--- config.mk ---
export PLATFORM = sky130hd
export DESIGN_NAME = fetch_sequencer
export DESIGN_NICKNAME = d
export VERILOG_FILES = /design/src/rtl/fetch_sequencer.sv
export SDC_FILE = /design/constraint.sdc
export NUM_CORES = 1
export LEC_CHECK = 0
export CAP_MARGIN = 5
export CORE_MARGIN = 4
export CORE_UTILIZATION = 52
export CTS_CLUSTER_DIAMETER = 60
export DETAILED_ROUTE_END_ITERATION = 7
export PLACE_DENSITY = 0.91
export SYNTH_ARGS = -nofsm -noshare
export SYNTH_HDL_FRONTEND = slang
export SYNTH_SLANG_ARGS = --single-unit
--- constraint.sdc ---
create_clock -name clk -period 4 [get_ports clk]
set_input_delay 0.6 -clock clk [delete_from_list [all_inputs] [get_ports clk]]
set_output_delay 0.6 -clock clk [all_outputs]
set_load 0.01 [all_outputs]
--- src/rtl/fetch_sequencer.sv ---
// Instruction-fetch controller: owns the PC, fetches from combinational memory into a 2-entry queue.
// Optional static backward-taken branch prediction is enabled by defining FETCH_BRANCH_PREDICT_EN.
module fetch_sequencer #(
  parameter logic [15:0] RESET_PC = 16'd0,
  parameter logic [15:0] PC_LIMIT = 16'd10
) (
  input  logic        clk,
  input  logic        rst,
  output logic [15:0] pc_out,
  input  logic [15:0] instr_in,
  output logic        if_valid,
  output logic [15:0] if_instr,
  output logic [15:0] if_pc,
  output logic        if_pred_taken,
  input  logic        id_ready,
  input  logic        redirect_valid,
  input  logic [15:0] redirect_pc,
  output logic        halted
);

  logic [15:0] pc;
  logic [1:0]  count;
  logic        halted_q;
  logic [15:0] q_instr [2];
  logic [15:0] q_pc    [2];
  logic        q_pred  [2];

  logic        pop;
  logic        fetch;
  logic        fetch_pred;
  logic [15:0] next_pc;

  assign pop   = (count != 2'd0) && id_ready;
  assign fetch = !halted_q && !redirect_valid && ((count != 2'd2) || pop);

  always_comb begin
    fetch_pred = 1'b0;
    next_pc    = pc + 16'd1;
`ifdef FETCH_BRANCH_PREDICT_EN
    // Backward bz (negative offset) is predicted taken; forward bz falls through.
    if (instr_in[15:12] == 4'b1100 && instr_in[5]) begin
      fetch_pred = 1'b1;
      next_pc    = pc + 16'd1 + {{10{instr_in[5]}}, instr_in[5:0]};
    end
`endif
  end

  always_ff @(posedge clk) begin
    if (rst) begin
      pc       <= RESET_PC;
      count    <= 2'd0;
      halted_q <= (RESET_PC > PC_LIMIT);
      for (int i = 0; i < 2; i++) begin
        q_instr[i] <= 16'd0;
        q_pc[i]    <= 16'd0;
        q_pred[i]  <= 1'b0;
      end
    end else if (redirect_valid) begin
      count    <= 2'd0;
      pc       <= redirect_pc;
      halted_q <= (redirect_pc > PC_LIMIT);
    end else begin
      case ({pop, fetch})
        2'b01: begin
          q_instr[count[0]] <= instr_in;
          q_pc[count[0]]    <= pc;
          q_pred[count[0]]  <= fetch_pred;
          count             <= count + 2'd1;
        end
        2'b10: begin
          q_instr[0] <= q_instr[1];
          q_pc[0]    <= q_pc[1];
          q_pred[0]  <= q_pred[1];
          count      <= count - 2'd1;
        end
        2'b11: begin
          // Head leaves; the new word lands behind whatever remains.
          if (count == 2'd2) begin
            q_instr[0] <= q_instr[1];
            q_pc[0]    <= q_pc[1];
            q_pred[0]  <= q_pred[1];
            q_instr[1] <= instr_in;
            q_pc[1]    <= pc;
            q_pred[1]  <= fetch_pred;
          end else begin
            q_instr[0] <= instr_in;
            q_pc[0]    <= pc;
            q_pred[0]  <= fetch_pred;
          end
        end
        default: ;
      endcase
      if (fetch) begin
        pc       <= next_pc;
        halted_q <= (next_pc > PC_LIMIT);
      end
    end
  end

  assign pc_out        = pc;
  assign halted        = halted_q;
  assign if_valid      = (count != 2'd0);
  assign if_instr      = if_valid ? q_instr[0] : 16'd0;
  assign if_pc         = if_valid ? q_pc[0]    : 16'd0;
  assign if_pred_taken = if_valid ? q_pred[0]  : 1'b0;

endmodule

==> summary.txt, run 1 <==
Die
  – I/O pin count: 87
  – Die width: 98.26 um
  – Core footprint: 7807 sq um
  – Row cnt: 32
  – Die Y: 98.26 um
  – Initial Utilization: 54.26%
  – Die Footprint: 9655 sq um

Placement
  – Number of port buffers: 85
  – Detailed placement HPWL: 6.353 mm
  – Gpl congestion: 0.7810
  – Inst Count DP: 525

Yosys
  – Post-Syn Area per Cell: 11.61 sq um
  – Register area share after synthesis: 54.34%
  – Top-area cell type share of the netlist area: 45.36%
  – Predominant post-synthesis flop cell: edfxtp_1
  – Cell taking the most area after synthesis: edfxtp_1
  – Mapped Nets: 406
  – Synth unique cells: 49
  – Syn Inst Count: 365
  – Commonest cells post-synth: 64 x edfxtp_1, 35 x nor2b_1, 33 x and2_1
  – Netlist Area Pre-Place: 4237 sq um
  – Asr flop ratio synth: 0%
  – FF+latch count, synth: 83
  – Synth top area cells: edfxtp_1 45%, dfxtp_1 9.0%, a22o_1 6.6%
  – Post-synth EDFFs: 64
  – Most frequent cell after synthesis: edfxtp_1
  – Yosys Warn Count: 0

Detailed routing
  – Routed wire length: 9.020 mm
  – # DRC: 0
  – Routed vias: 3023
  – WL met3: 618 um
  – Met2 routed WL: 4.339 mm
  – Metal-1 WL: 3.963 mm
  – Post-DRT Antenna Nets: 0
  – Vias per inst: 5.588
  – 1st-iter DRT viols: 122
  – Top routing layer in use: met4
  – Routed wire per std cell: 16.67 um
  – DR pass1 iterations: 4

STA
  – Fin crit period: 3248 ps
  – Slew HR: 17.75%
  – Final setup violation count: 0
  – Clock Skews: 10.26 ps
  – Min Hold Slack: 528.4 ps
  – Worst-Margin Slew: 1228 ps
  – Max Transition Viols Final: 0
  – RSZ-0062 raised after global routing: no
  – Final hold viol count: 0
  – Tcrit/Tclk final: 81.21%
  – Setup tns final: 0 ps
  – Achievable Freq: 0.3078 GHz

CTS
  – Cts hold-fix bufs: 0
  – CTS Buffer Depth: 2
  – Num CTS Buffers: 9
  – Post-CTS setup buffer count: 0
  – Clock sinks: 83
  – Post_cts resized: 0
  – Worst-Skew Late Latency: 360 ps
  – Root Driver: clkbuf_8
  – Worst-path clk slew: 90 ps
  – Depth of the CTS H-tree: 3
  – CTS tree: done

Run
  – Max-cap violations: 0

Worst setup path
  – RR Endpoint: q_instr[0][3]
  – Crit path max fanout: 32
  – CP required: 4220 ps
  – Critical path endpoint: q_instr[0][3]
  – Critical Path AT: 3460 ps
  – CP Class: input port to flop
  – RR Startpoint: count[0]
  – Crit path from: id_ready
  – Worst r2r path cells: 9
  – R2R Setup Slk: 770 ps
  – CP Capture Type: flop
  – Crit path launch type: input port

Global routing
  – Vias in the first global route: 3030
  – First-pass GRT wire length: 14.83 mm
  – Grt ovf: 0
  – GRT Overall Usage: 18.91%
  – Antenna violations before repair: 0
  – Pin count of the biggest net entering global routing: 35

Finish
  – # fillers: 574
  – Final cell count without fillers: 541
  – Final core utilization: 67.85%
  – Area delta synth->final: 25.04%
  – Layout Nets: 475
  – # diodes: 0
  – Proportion of layout cells with a drive suffix above 1: 8.200%

Power and ir drop
  – Combinational power share: 12.6%
  – Sw Pwr: 0.4764 mW
  – Pint: 1.394 mW
  – Power density over the cells: 353.0 nW/um^2
  – Sequential power share: 54.8%
  – Clock share of power: 32.6%
  – Net Sw Frac: 25.47%
  – Worst vdd ir: 191.0 uV
  – LEAKAGE: 1.868 nW

Outcome
  – Status: finished, final reports clean

Worst hold path
  – Min-Delay Path Class: flop to flop
## sequential cells by signal (all words and copies together), names as in the netlist
name and cells:
count 2, halted 1, pc_out 16, q_instr 32, q_pc 32
## power groups by stage
stage	clock (mW)	sequential [mW]	combinational, mW
floorplan	0	1.02	0.141
global placement	0	1.04	0.228
detailed placement	0	1.04	0.235
CTS	0.618	1.02	0.236
global route	0.658	1.03	0.257
finish	0.610	1.02	0.236
## worst min-delay path by stage
stage	start	slack (ps)	to	cells past startpoint
finish	q_pc[1][9]	530	q_pc[0][9]	1
global route	q_pc[1][6]	550	q_pc[0][6]	1
detailed placement	q_instr[1][12]	520	q_instr[0][12]	1
floorplan	q_instr[1][0]	510	q_instr[0][0]	1
global placement	q_instr[1][11]	510	q_instr[0][11]	1
CTS	q_pc[1][9]	530	q_pc[0][9]	1
## through the flow
step | cell area [sq um] | total power, mW | worst slack (ps)
after detailed placement | 5099 | 1.277 | 382.9
after global routing | 5298 | 1.944 | 446.1
after floorplan | 4237 | 1.161 | 407.5
after CTS | 5298 | 1.877 | 753.4
after global placement | 5099 | 1.266 | 563.2
final | 5298 | 1.870 | 751.5
## cell families (layout without fill, tap and decap cells)
logic type / Yosys count / in the layout / synth area share, %
simple gates: 143 / 143 / 20.67
compound gates: 71 / 71 / 13.62
xor+xnor: 24 / 24 / 4.962
flops: 83 / 83 / 54.34
fa+ha+maj: 5 / 5 / 1.477
buf+inv: 38 / 112 / 4.843
other cells: 1 / 1 / 0.08852
## layout make-up
class | instances | area, sq um | share of cell area [%]
clock buffer | 9 | 123.9 | 2.338
clock inverter | 7 | 75.07 | 1.417
inverter | 5 | 18.77 | 0.3543
multi-input combinational | 244 | 1742 | 32.88
sequential | 83 | 2302 | 43.46
tap | 102 | 127.6 | 2.409
timing repair buffer | 91 | 908.4 | 17.15
## critical path, stage by stage
cell and delay, ps:
clkdlybuf4s50_1 530, nor3b_4 70, or3_1 340, inv_1 110, ha_1 190, inv_1 50, nor2_1 130, o21a_1 180
nor2b_2 990, a22o_1 260
## placed cells by master, fill, tap and decap left out, types with 5 or more instances in the layout
master	count
buf_4	5
nor2_1	24
xnor2_1	11
ha_1	5
edfxtp_1	64
clkbuf_8	9
nand2_1	12
a21oi_1	6
a211oi_1	10
xor2_1	13
a31oi_1	5
dfxtp_1	19
clkdlybuf4s50_1	85
nor2b_1	34
and2_1	33
nand3_1	8
a22o_1	32
nor3_1	6
## metal layers
metal / track usage (%) / up-vias
li1: - / 1464
met1: 23.94 / 1420
met2: 32.46 / 126
met3: 4.643 / 13
met4: 5.147 / 0
met5: 0 / -
Note: power is estimated with default switching activity, not from simulation.
==> run 2: changes to the inputs <==
==> constraint.sdc (replaced) <==
create_clock -name clk -period 3.2 [get_ports clk]
set_input_delay 0.48 -clock clk [delete_from_list [all_inputs] [get_ports clk]]
set_output_delay 0.48 -clock clk [all_outputs]
set_load 0.01 [all_outputs]
==> run 2 against run 1 <==
Effect of this change: flip-flop and latch count stayed put; design area is 1.3% higher; non-clock buffer count is 8 higher; clock power is 27% higher; sequential share of layout area is 0.55 points lower; total power is 26% higher; first-iteration DRC count is 21% lower; largest power group unchanged; highest routed layer unchanged.
==> summary.txt, run 2 (synthesized netlist as in run 1, its figures left out) <==
Finish
  – Final cell count without fillers: 549
  – # diodes: 0
  – Final core utilization: 68.72%
  – Fin area: 5365 sq um
  – Area delta synth->final: 26.64%
  – Proportion of layout cells with a drive suffix above 1: 9.843%
  – Most frequent cells in the layout: 85 x clkdlybuf4s50_1, 64 x edfxtp_1, 34 x nor2b_1
  – Most common cell after layout, fill and taps aside: clkdlybuf4s50_1
  – Layout Nets: 483

Placement
  – Dpl cell area: 5151 sq um
  – Inst Count DP: 532
  – Gpl congestion: 0.9056
  – Placement Setup Slack: -308.2 ps
  – Number of port buffers: 85
  – Detailed placement HPWL: 6.512 mm

Detailed routing
  – 1st-iter DRT viols: 96
  – Routed wire per std cell: 16.78 um
  – Routed wire length: 9.214 mm
  – DR pass1 iterations: 4
  – Post-DRT Antenna Nets: 0
  – Routed vias: 3112
  – # DRC: 0
  – Vias per inst: 5.668

STA
  – Final setup violation count: 0
  – Worst-Margin Slew: 509.2 ps
  – Max Transition Viols Final: 0
  – Min Hold Slack: 534.7 ps
  – Fin crit period: 2794 ps
  – RSZ-0062 raised after global routing: no
  – Achievable Freq: 0.3579 GHz
  – Final hold viol count: 0
  – Clock Skews: 6.790 ps
  – Final worst-path setup slack: 406.0 ps
  – Setup tns final: 0 ps
  – Slew HR: 66.01%
  – Tcrit/Tclk final: 87.31%

Worst setup path
  – Crit path max fanout: 33
  – Worst r2r path cells: 10
  – Slowest stage delay, CP: 520 ps
  – Cell mode on critical path: or3_1
  – Crit path launch type: input port
  – CP Capture Type: flop
  – Buffers & Inverters on Critical Path: 4
  – RR Startpoint: count[0]
  – CP required: 3260 ps
  – R2R Setup Slk: 480 ps
  – Crit path cell chain: clkdlybuf4s50_1, nor3b_4, or3_1, inv_1, ha_1, nor2b_1, a21oi_1, nor3_4, buf_4, or3_1, buf_12
  – Slowest-stage cell, CP: clkdlybuf4s50_1
  – CP Class: input port to flop
  – Critical Path AT: 2860 ps
  – CP top delay family: buffers and inverters
  – RR Endpoint: q_pc[0][14]

Die
  – Die Y: 98.26 um
  – Core footprint: 7807 sq um
  – Row cnt: 32
  – Die Footprint: 9655 sq um
  – I/O pin count: 87
  – Initial Utilization: 54.26%
  – Die width: 98.26 um

CTS
  – Clock sinks: 83
  – Root Driver: clkbuf_8
  – CTS tree: done
  – Cts hold-fix bufs: 0
  – Worst-Skew Late Latency: 360 ps
  – Post_cts resized: 0
  – CTS Buffer Depth: 2
  – Num CTS Buffers: 9
  – Post-CTS setup buffer count: 0
  – Worst-path clk slew: 80 ps
  – Depth of the CTS H-tree: 3

Run
  – Max-cap violations: 0

Global routing
  – GRT Overall Usage: 19.51%
  – Pin count of the biggest net entering global routing: 34
  – Antenna violations before repair: 0
  – Grt ovf: 0
  – First-pass GRT wire length: 15.06 mm
  – Vias in the first global route: 3017

Power and ir drop
  – Power density over the cells: 439.0 nW/um^2
  – LEAKAGE: 1.908 nW
  – Worst vdd ir: 252.3 uV
  – Power Total: 2.355 mW

Outcome
  – Status: finished, final reports clean

Worst hold path
  – Min-Delay Path Class: flop to flop
  – Hold Path Origin: q_pc[1][11]
  – WHS Path Cells: 1
  – Hold Path Sink: q_pc[0][11]
==> run 2: changes by cell type in the layout (fill, tap and decap cells not counted) <==
cell	delta
buf_4	+7
buf_8	+1
==> run 2: worst reg2reg max path: stages, from the launching register on <==
cell     delay (ps)
dfxtp_1         550
nor3b_4          90
or3_1           360
inv_1           120
ha_1            180
nor2b_1         130
a21oi_1          70
nor3_4          150
buf_4           350
or3_1           210
buf_12          210
==> run 2: cell type report <==
| cell class | count | area (sq um) |
|---|---|---|
| Clock inverter | 7 | 75.07 |
| Clock buffer | 9 | 123.9 |
| Inverter | 5 | 18.77 |
| Tap cell | 102 | 127.6 |
| Fill cell | 570 | 2442 |
| Sequential cell | 83 | 2302 |
| Timing Repair Buffer | 99 | 975.9 |
| Multi-Input combinational cell | 244 | 1742 |
==> run 2: power breakdown <==
group,total (mW),internal (mW),switching [mW],leakage (nW)
registers,1.28,1.22,0.0600,0.823
logic,0.304,0.164,0.140,0.991
clock network,0.772,0.366,0.406,0.0943
==> run 2: how the worst max path moves through the flow <==
stage                  start  cells after the start            end
finish              id_ready                     11    q_pc[0][14]
global route        id_ready                     11  q_instr[0][7]
CTS                 id_ready                     10    q_pc[0][12]
floorplan           count[0]                     10  q_instr[1][0]
global placement    id_ready                     10  q_instr[0][2]
detailed placement  id_ready                     10    q_pc[0][12]
==> run 2: per-layer routing <==
metal / track usage (%) / vias to the layer above / share of wire, %
met3: 4.429 / 10 / 7.4
met2: 32.83 / 135 / 49
met1: 24.98 / 1472 / 42
met4: 6.513 / 0 / 1.3
li1: - / 1495 / -
met5: 0 / - / 0
==> run 3: changes to the inputs <==
--- a/config.mk
+++ b/config.mk
@@ -11,6 +11,7 @@
 export CTS_CLUSTER_DIAMETER = 60
 export DETAILED_ROUTE_END_ITERATION = 7
 export PLACE_DENSITY = 0.91
+export RECOVER_POWER = 100
 export SYNTH_ARGS = -nofsm -noshare
 export SYNTH_HDL_FRONTEND = slang
 export SYNTH_SLANG_ARGS = --single-unit
==> run 3 against run 2 <==
Effect of this change: non-clock buffer count did not move; via count shrank 0.67%; sequential share of layout area rose by 0.47 points; first-iteration DRC count up 1.0%; largest cell class unchanged.
==> summary.txt, run 3 (synthesized netlist as in run 1, its figures left out) <==
STA
  – Tcrit/Tclk final: 90.83%
  – Final hold viol count: 0
  – Clock Skews: 7.339 ps
  – Fin crit period: 2907 ps
  – RSZ-0062 raised after global routing: no
  – Final setup violation count: 0
  – Achievable Freq: 0.3440 GHz
  – Final worst-path setup slack: 293.4 ps
  – Slew HR: 61.09%
  – Worst-Margin Slew: 583.6 ps
  – Setup tns final: 0 ps
  – Max Transition Viols Final: 0
  – Min Hold Slack: 534.4 ps

Finish
  – # fillers: 582
  – Most common cell after layout, fill and taps aside: edfxtp_1
  – Fin area: 5308 sq um
  – Area delta synth->final: 25.28%
  – Most frequent cells in the layout: 64 x edfxtp_1, 57 x clkdlybuf4s50_1, 35 x nor2b_1
  – Multi-input gate area: 1707 sq um
  – Layout Nets: 483
  – Proportion of layout cells with a drive suffix above 1: 8.054%
  – Reg area: 2302 sq um
  – # diodes: 0
  – Final cell count without fillers: 549
  – Final core utilization: 67.98%

Detailed routing
  – Routed wire per std cell: 16.69 um
  – Routed wire length: 9.163 mm
  – Routed vias: 3091
  – Post-DRT Antenna Nets: 0
  – Vias per inst: 5.630
  – DR pass1 iterations: 4
  – 1st-iter DRT viols: 97
  – # DRC: 0

Worst hold path
  – Min-Delay Path Class: flop to flop
  – Hold Path Origin: q_pc[1][11]

Placement
  – Placement Setup Slack: -308.2 ps
  – Inst Count DP: 532
  – Detailed placement HPWL: 6.512 mm
  – Number of port buffers: 85
  – Gpl congestion: 0.9056
  – Dpl cell area: 5151 sq um

Die
  – Die Y: 98.26 um
  – Die Footprint: 9655 sq um
  – I/O pin count: 87
  – Die width: 98.26 um
  – Initial Utilization: 54.26%
  – Core footprint: 7807 sq um
  – Row cnt: 32

CTS
  – Root Driver: clkbuf_8
  – Num CTS Buffers: 9
  – Post-CTS setup buffer count: 0
  – Post_cts resized: 0
  – Depth of the CTS H-tree: 3
  – Worst-path clk slew: 80 ps
  – Worst-Skew Late Latency: 360 ps
  – Cts hold-fix bufs: 0
  – Clock sinks: 83
  – CTS tree: done
  – CTS Buffer Depth: 2

Worst setup path
  – Crit path launch type: input port
  – CP required: 3320 ps
  – CP Class: input port to flop
  – Crit path cell chain: dlygate4sd3_1, nor3b_1, or3_1, inv_1, ha_1, nor2b_1, a21oi_1, nor3_4, buf_4, or3_1, buf_12
  – Slowest-stage cell, CP: dlygate4sd3_1
  – RR Startpoint: count[0]
  – Crit path from: id_ready
  – Cell mode on critical path: or3_1
  – CP Capture Type: flop
  – Slowest stage delay, CP: 550 ps
  – Crit path max fanout: 33
  – Buffers & Inverters on Critical Path: 4
  – CP top delay family: buffers and inverters
  – Critical Path AT: 3020 ps

Power and ir drop
  – Power Total: 2.338 mW
  – Power density over the cells: 440.5 nW/um^2
  – Worst vdd ir: 252.0 uV
  – LEAKAGE: 1.936 nW

Outcome
  – Status: finished, final reports clean

Global routing
  – Grt ovf: 0
  – Pin count of the biggest net entering global routing: 34
  – First-pass GRT wire length: 15.06 mm
  – GRT Overall Usage: 19.51%
  – Antenna violations before repair: 0
  – Vias in the first global route: 3017

Run
  – Max-cap violations: 0
[run 3: cell types whose count changed in the layout (fill, tap and decap cells not counted), moves of 4 or more]
cell | previous run | this run
and2_0 | 0 | 22
and2_1 | 33 | 11
buf_4 | 12 | 5
clkbuf_1 | 0 | 4
clkdlybuf4s50_1 | 85 | 57
dlygate4sd3_1 | 0 | 28
[run 3: layout make-up]
cell class | count | share of cell area (%)
clock buffers | 9 | 2.334
well taps | 102 | 2.405
repair buffers | 99 | 17.96
flip-flops and latches | 83 | 43.38
inverters | 5 | 0.3536
clock inverters | 7 | 1.414
multi-input cells | 244 | 32.15
[run 3: final timing paths]
check	end	slack, ps	depth (start not counted)
setup / recovery	q_instr[0][7]	290	11
hold / removal	q_pc[0][11]	530	1
setup reg to reg	q_pc[0][12]	520	10
hold reg to reg	q_pc[0][11]	530	1
[run 3: power by group]
group          switching [mW]  leakage [nW]  internal [mW]
Sequential             0.0581         0.823           1.22
Clock                   0.403        0.0943          0.366
Combinational           0.139          1.02          0.153
Total                   0.600          1.94           1.74
[run 3: metal layers]
metal	up-vias	track usage [%]	share of wire [%]	routed length [um]
met5	-	0	0	0
met4	0	6.513	1.4	124
met3	10	4.429	7.0	638
met2	133	32.83	50	4569
met1	1456	24.98	42	3830
li1	1492	-	-	-
